==> src/rtl/parallel_to_serial.sv <==
// parallel_to_serial: framed, oversampled serial transmitter.
// Sends 1 start bit (0), DATA_WIDTH data bits LSB first, 1 stop bit (1).
// Each bit lasts SAMPLES_PER_BIT sample ticks; a tick occurs every
// CLKS_PER_SAMPLE clocks. SAMPLES_PER_BIT must be 2..16, CLKS_PER_SAMPLE >= 1.
// Ports:
//   clk    : system clock, rising edge
//   reset  : asynchronous active-high reset
//   in     : parallel word, captured when a load is accepted in IDLE
//   load   : send request, ignored while busy
//   data   : serial line, idles high
//   sample : sample phase within current bit, 0 in IDLE
//   busy   : high while a frame is in progress
//   done   : one-cycle pulse after the final stop-bit clock
module parallel_to_serial #(
   parameter int unsigned DATA_WIDTH      = 8,
   parameter int unsigned SAMPLES_PER_BIT = 16,
   parameter int unsigned CLKS_PER_SAMPLE = 1
) (
   input  logic                  clk,
   input  logic                  reset,
   input  logic [DATA_WIDTH-1:0] in,
   input  logic                  load,
   output logic                  data,
   output logic [3:0]            sample,
   output logic                  busy,
   output logic                  done
);

   localparam int unsigned DIV_W = (CLKS_PER_SAMPLE > 1) ? $clog2(CLKS_PER_SAMPLE) : 1;
   localparam int unsigned IDX_W = (DATA_WIDTH > 1) ? $clog2(DATA_WIDTH) : 1;
   localparam logic [DIV_W-1:0] DIV_LAST = DIV_W'(CLKS_PER_SAMPLE - 1);
   localparam logic [3:0]       SMP_LAST = 4'(SAMPLES_PER_BIT - 1);
   localparam logic [IDX_W-1:0] IDX_LAST = IDX_W'(DATA_WIDTH - 1);

   typedef enum logic [1:0] {
      S_IDLE,
      S_START,
      S_DATA,
      S_STOP
   } state_t;

   state_t                state_q, state_d;
   logic [DATA_WIDTH-1:0] shift_q, shift_d;
   logic [IDX_W-1:0]      idx_q, idx_d;
   logic [DIV_W-1:0]      div_q, div_d;
   logic [3:0]            sample_q, sample_d;
   logic                  data_q, data_d;
   logic                  busy_q, busy_d;
   logic                  done_q, done_d;
   logic                  tick_c;
   logic                  bit_end_c;

   // Sample tick on divider wrap; the divider never runs in IDLE.
   assign tick_c    = (state_q != S_IDLE) && (div_q == DIV_LAST);
   // Last clock of the current serial bit.
   assign bit_end_c = tick_c && (sample_q == SMP_LAST);

   // State and output registers.
   always_ff @(posedge clk or posedge reset) begin
      if (reset) begin
         state_q  <= S_IDLE;
         shift_q  <= '0;
         idx_q    <= '0;
         div_q    <= '0;
         sample_q <= '0;
         data_q   <= 1'b1;
         busy_q   <= 1'b0;
         done_q   <= 1'b0;
      end else begin
         state_q  <= state_d;
         shift_q  <= shift_d;
         idx_q    <= idx_d;
         div_q    <= div_d;
         sample_q <= sample_d;
         data_q   <= data_d;
         busy_q   <= busy_d;
         done_q   <= done_d;
      end
   end

   // Next-state and next-output logic.
   always_comb begin
      state_d  = state_q;
      shift_d  = shift_q;
      idx_d    = idx_q;
      div_d    = div_q;
      sample_d = sample_q;
      data_d   = data_q;
      busy_d   = busy_q;
      done_d   = 1'b0;

      if (state_q != S_IDLE) begin
         div_d = tick_c ? '0 : div_q + DIV_W'(1);
         if (tick_c) begin
            sample_d = bit_end_c ? 4'd0 : sample_q + 4'd1;
         end
      end

      case (state_q)
         S_IDLE: begin
            div_d    = '0;
            sample_d = 4'd0;
            data_d   = 1'b1;
            busy_d   = 1'b0;
            if (load) begin
               state_d = S_START;
               shift_d = in;
               idx_d   = '0;
               data_d  = 1'b0;
               busy_d  = 1'b1;
            end
         end
         S_START: begin
            if (bit_end_c) begin
               state_d = S_DATA;
               idx_d   = '0;
               data_d  = shift_q[0];
            end
         end
         S_DATA: begin
            if (bit_end_c) begin
               if (idx_q == IDX_LAST) begin
                  state_d = S_STOP;
                  data_d  = 1'b1;
               end else begin
                  // Next data bit is presented from the already-shifted word.
                  shift_d = shift_q >> 1;
                  idx_d   = idx_q + IDX_W'(1);
                  data_d  = shift_d[0];
               end
            end
         end
         S_STOP: begin
            if (bit_end_c) begin
               state_d = S_IDLE;
               data_d  = 1'b1;
               busy_d  = 1'b0;
               done_d  = 1'b1;
            end
         end
         default: begin
            state_d = S_IDLE;
         end
      endcase
   end

   assign data   = data_q;
   assign sample = sample_q;
   assign busy   = busy_q;
   assign done   = done_q;

endmodule

==> config.mk <==
export PLATFORM = sky130hd
export DESIGN_NAME = parallel_to_serial
export DESIGN_NICKNAME = d
export VERILOG_FILES = /design/src/rtl/parallel_to_serial.sv
export SDC_FILE = /design/constraint.sdc
export NUM_CORES = 1
export LEC_CHECK = 0
export ABC_AREA = 1
export BUFFER_PORTS_ARGS = -buffer_cell sky130_fd_sc_hd__buf_2
export CAP_MARGIN = 20
export CORE_UTILIZATION = 60
export CTS_BUF_LIST = sky130_fd_sc_hd__clkbuf_2 sky130_fd_sc_hd__clkbuf_4 sky130_fd_sc_hd__clkbuf_8
export DETAILED_ROUTE_END_ITERATION = 16
export PLACE_DENSITY = 0.83
export SLEW_MARGIN = 20
export SYNTH_ARGS = -nofsm -noshare
export SYNTH_HDL_FRONTEND = slang
export SYNTH_SLANG_ARGS = --single-unit
==> constraint.sdc <==
create_clock -name clk -period 4.3 [get_ports clk]
set_input_delay 0.86 -clock clk [delete_from_list [all_inputs] [get_ports clk]]
set_output_delay 0.86 -clock clk [all_outputs]
set_load 0.02 [all_outputs]
==> impl_metrics.csv <==
group,metric,value,unit
global_routing,grt_max_degree,22,
power,switching_power,459,uW
drt,drc,0,
sta,drv_slew,0,
sta,tightest_slew,0.796,ns
clock_network,cts_root_buffer,"clkbuf_4",
synthesis,async_reset_ff_share,100,%
power,power.share.clock,9.7,%
place,post-place-cells,197,
global_routing,antenna_found_initial,0,
sta,fin_setup_tns,0,ns
die,die_h,47,um
die,io_pins,18,
power,p_int,488,uW
global_routing,use_met2,42.8,%
synthesis,ys_ff_latch,21,
clock_network,cts_tree,"built",
clock_network,clockBufferDepth,2,
sta,period_minus_slack,2.03,ns
die,start_util,66.7,%
drt,drt_iter0_markers,20,
sta,setup_viol,0,
die,dieArea,0.00221,mm2
global_routing,globalRouteTotalUtil,24.5,%
clock_network,cts.hold.buffers_added,0,
power,peakVddDrop,374,uV
drt,via_per_inst,5.23,
run_status,outcome,"finished clean",
place,globalplace.congestion,0.862,
setup_path,cp_max_fo,13,
sta,hold_viol_final,0,
die,die_w,47,um
global_routing,grt_most_used_layer,"met2",
finish,regArea,527,um2
synthesis,synth_area_per_cell,7.74,um2
drt,routed_wl,2.33,mm
job,max-cap-violations,0,
finish,num-fill-cells,152,
clock_network,cts_max_level,1,
power,p_sw_share,48.5,%
hold_path,hold_class,"flip-flop to flip-flop",
finish,syn2layout_area_growth,11.0,%
global_routing,grt_use_met3,3.85,%
clock_network,cts_resized,0,
clock_network,clock_latency,0.30,ns
setup_path,cp-end-kind,"flip-flop",
setup_path,critPathRequiredTime,4.50,ns
global_routing,grt_overflow_total,0,
setup_path,cp-start-kind,"flip-flop",
synthesis,syn_nets,175,
drt,wl_per_cell,11.6,um
place,dp_hpwl,1.82,mm
finish,stdcell_count,201,
sta,post-route-period-util,47.1,%
clock_network,numCtsBuffers,3,
power,p_leak,0.811,nW
sta,rsz0062_at_grt,"false",
drt,num_vias,1051,
finish,nets,195,
synthesis,synth_cell_types,21,
synthesis,netlist_instances,157,
setup_path,path_class,"flip-flop to flip-flop",
sta,max_clock_freq,493,MHz
synthesis,yosysSeqAreaShare,43.4,%
finish,multiInputGateArea,616,um2
clock_network,post_cts.repair.setup_buffers,0,
power,power_density,702,mW/mm2
global_routing,grt_pass1_vias,911,
place,port_buffers,17,
power,p_comb_share,55.0,%
synthesis,synthTopCellsByArea,"dfrtp_1, nand2_1, nand3_1",
global_routing,grt_pass1_wl,3.70,mm
finish,drive_gt1_share,21.6,%
drt,ant_nets,0,
synthesis,synth_top_area_share,41.2,%
global_routing,grt_use_met1,28.8,%
setup_path,arrival,2.22,ns
clock_network,path_clk_slew,0.11,ns
synthesis,synth_area,0.00121,mm2
synthesis,synth_ff_type,"dfrtp_1",
drt,drtPass1Iterations,4,
clock_network,clkSinkCount,21,
synthesis,ys_warn_count,0,
synthesis,synth_top_area_cell,"dfrtp_1",
die,fp-row-count,15,
synthesis,synth_edf_count,0,
sta,relSlewSlack,46.8,%
finish,diodes,0,
die,core,0.00182,mm2
power,p_seq_share,35.2,%
sta,finClkSkew,0.00579,ns
==> layout make-up <==
type | count | area share, %
multi-input combinational | 118 | 45.6
sequential | 21 | 39.1
timing repair buffer | 17 | 6.31
inverter | 16 | 4.64
tap | 25 | 2.32
clock buffer | 3 | 1.67
clock inverter | 1 | 0.371
==> cell families after synthesis <==
kind of cell               share of synthesized area, %
AOI/OAI and AO/OA                                  1.75
adders and majority gates                          7.21
buffers and inverters                              5.97
DFF                                                43.4
muxes                                             0.824
other                                             0.309
and+or+nand+nor                                    40.6
==> critical path, stage by stage (launching register included) <==
cell and delay [ns]:
dfrtp_1 0.43, inv_1 0.09, ha_1 0.45, inv_1 0.34
nand2_4 0.16, inv_4 0.05, nor2_8 0.17, nand2_4 0.10
nand2_1 0.07, nand2_1 0.06
==> per-stage QoR <==
step | setup slack (ns) | utilization (%) | hold slack, ns | instance area, um2 | power [mW]
5_1_grt | 2.13 | 74.1 | 0.517 | 1350 | 1.04
4_1_cts | 2.29 | 74.1 | 0.492 | 1350 | 0.952
6_report | 2.27 | 74.1 | 0.492 | 1350 | 0.947
3_3_place_gp | 2.41 | 72.6 | 0.464 | 1320 | 0.830
3_5_place_dp | 2.31 | 72.6 | 0.465 | 1320 | 0.858
2_1_floorplan | 2.78 | - | 0.442 | 1210 | 0.744
==> final timing paths <==
path	startpoint	endpoint	slack (ns)	cells past startpoint
worst max-delay path	state_q[0]$_DFFE_PP0P_	shift_q[2]$_DFFE_PP0P_	2.27	9
worst max register to register	state_q[0]$_DFFE_PP0P_	shift_q[2]$_DFFE_PP0P_	2.27	9
max in group asynchronous	reset	idx_q[0]$_DFFE_PP0P_	3.12	2
worst min register to register	shift_q[5]$_DFFE_PP0P_	shift_q[5]$_DFFE_PP0P_	0.49	2
min in group asynchronous	reset	sample[0]$_DFFE_PP0P_	0.68	2
worst min-delay path	shift_q[5]$_DFFE_PP0P_	shift_q[5]$_DFFE_PP0P_	0.49	2
==> power groups by stage <==
stage | Clock [mW] | Combinational [mW] | Sequential, mW
3_3_place_gp | 0 | 0.498 | 0.332
4_1_cts | 0.0974 | 0.521 | 0.333
2_1_floorplan | 0 | 0.399 | 0.345
6_report | 0.0923 | 0.521 | 0.334
5_1_grt | 0.104 | 0.589 | 0.342
3_5_place_dp | 0 | 0.522 | 0.335
==> Yosys cell counts (2+ instances only) <==
master,n
nand2_1,65
nand3_1,22
dfrtp_1,20
inv_1,14
ha_1,7
nand2_2,6
nand2_4,3
nor2_1,3
o21ai_0,3
buf_2,2
nor2_2,2
==> cell usage in the layout, fill, tap and decap left out <==
| master | n |
|---|---|
| nand2_1 | 65 |
| nand3_1 | 22 |
| dfrtp_1 | 20 |
| buf_2 | 17 |
| inv_1 | 14 |
| ha_1 | 7 |
| nand2_2 | 6 |
| nand2_4 | 3 |
| nor2_1 | 3 |
| o21ai_0 | 3 |
| clkbuf_4 | 3 |
| nor2_2 | 2 |
| nor2_4 | 1 |
| inv_2 | 1 |
| inv_4 | 1 |
| nor2_8 | 1 |
| mux2i_1 | 1 |
| or2_2 | 1 |
| nand4_1 | 1 |
| o22ai_1 | 1 |
| clkinv_2 | 1 |
| dfstp_2 | 1 |
| conb_1 | 1 |
==> state kept, by name (all words and copies together), names as in the netlist <==
signal   flops
div_q        1
sample       4
busy         1
idx_q        3
data         1
done         1
shift_q      8
state_q      2
==> layer usage <==
layer  up-vias  wire (um)
met5         -          0
met4         0         54
met3         6         85
met2        31       1200
met1       483        989
li1        531          -
Power figures use the tool's default switching activity.
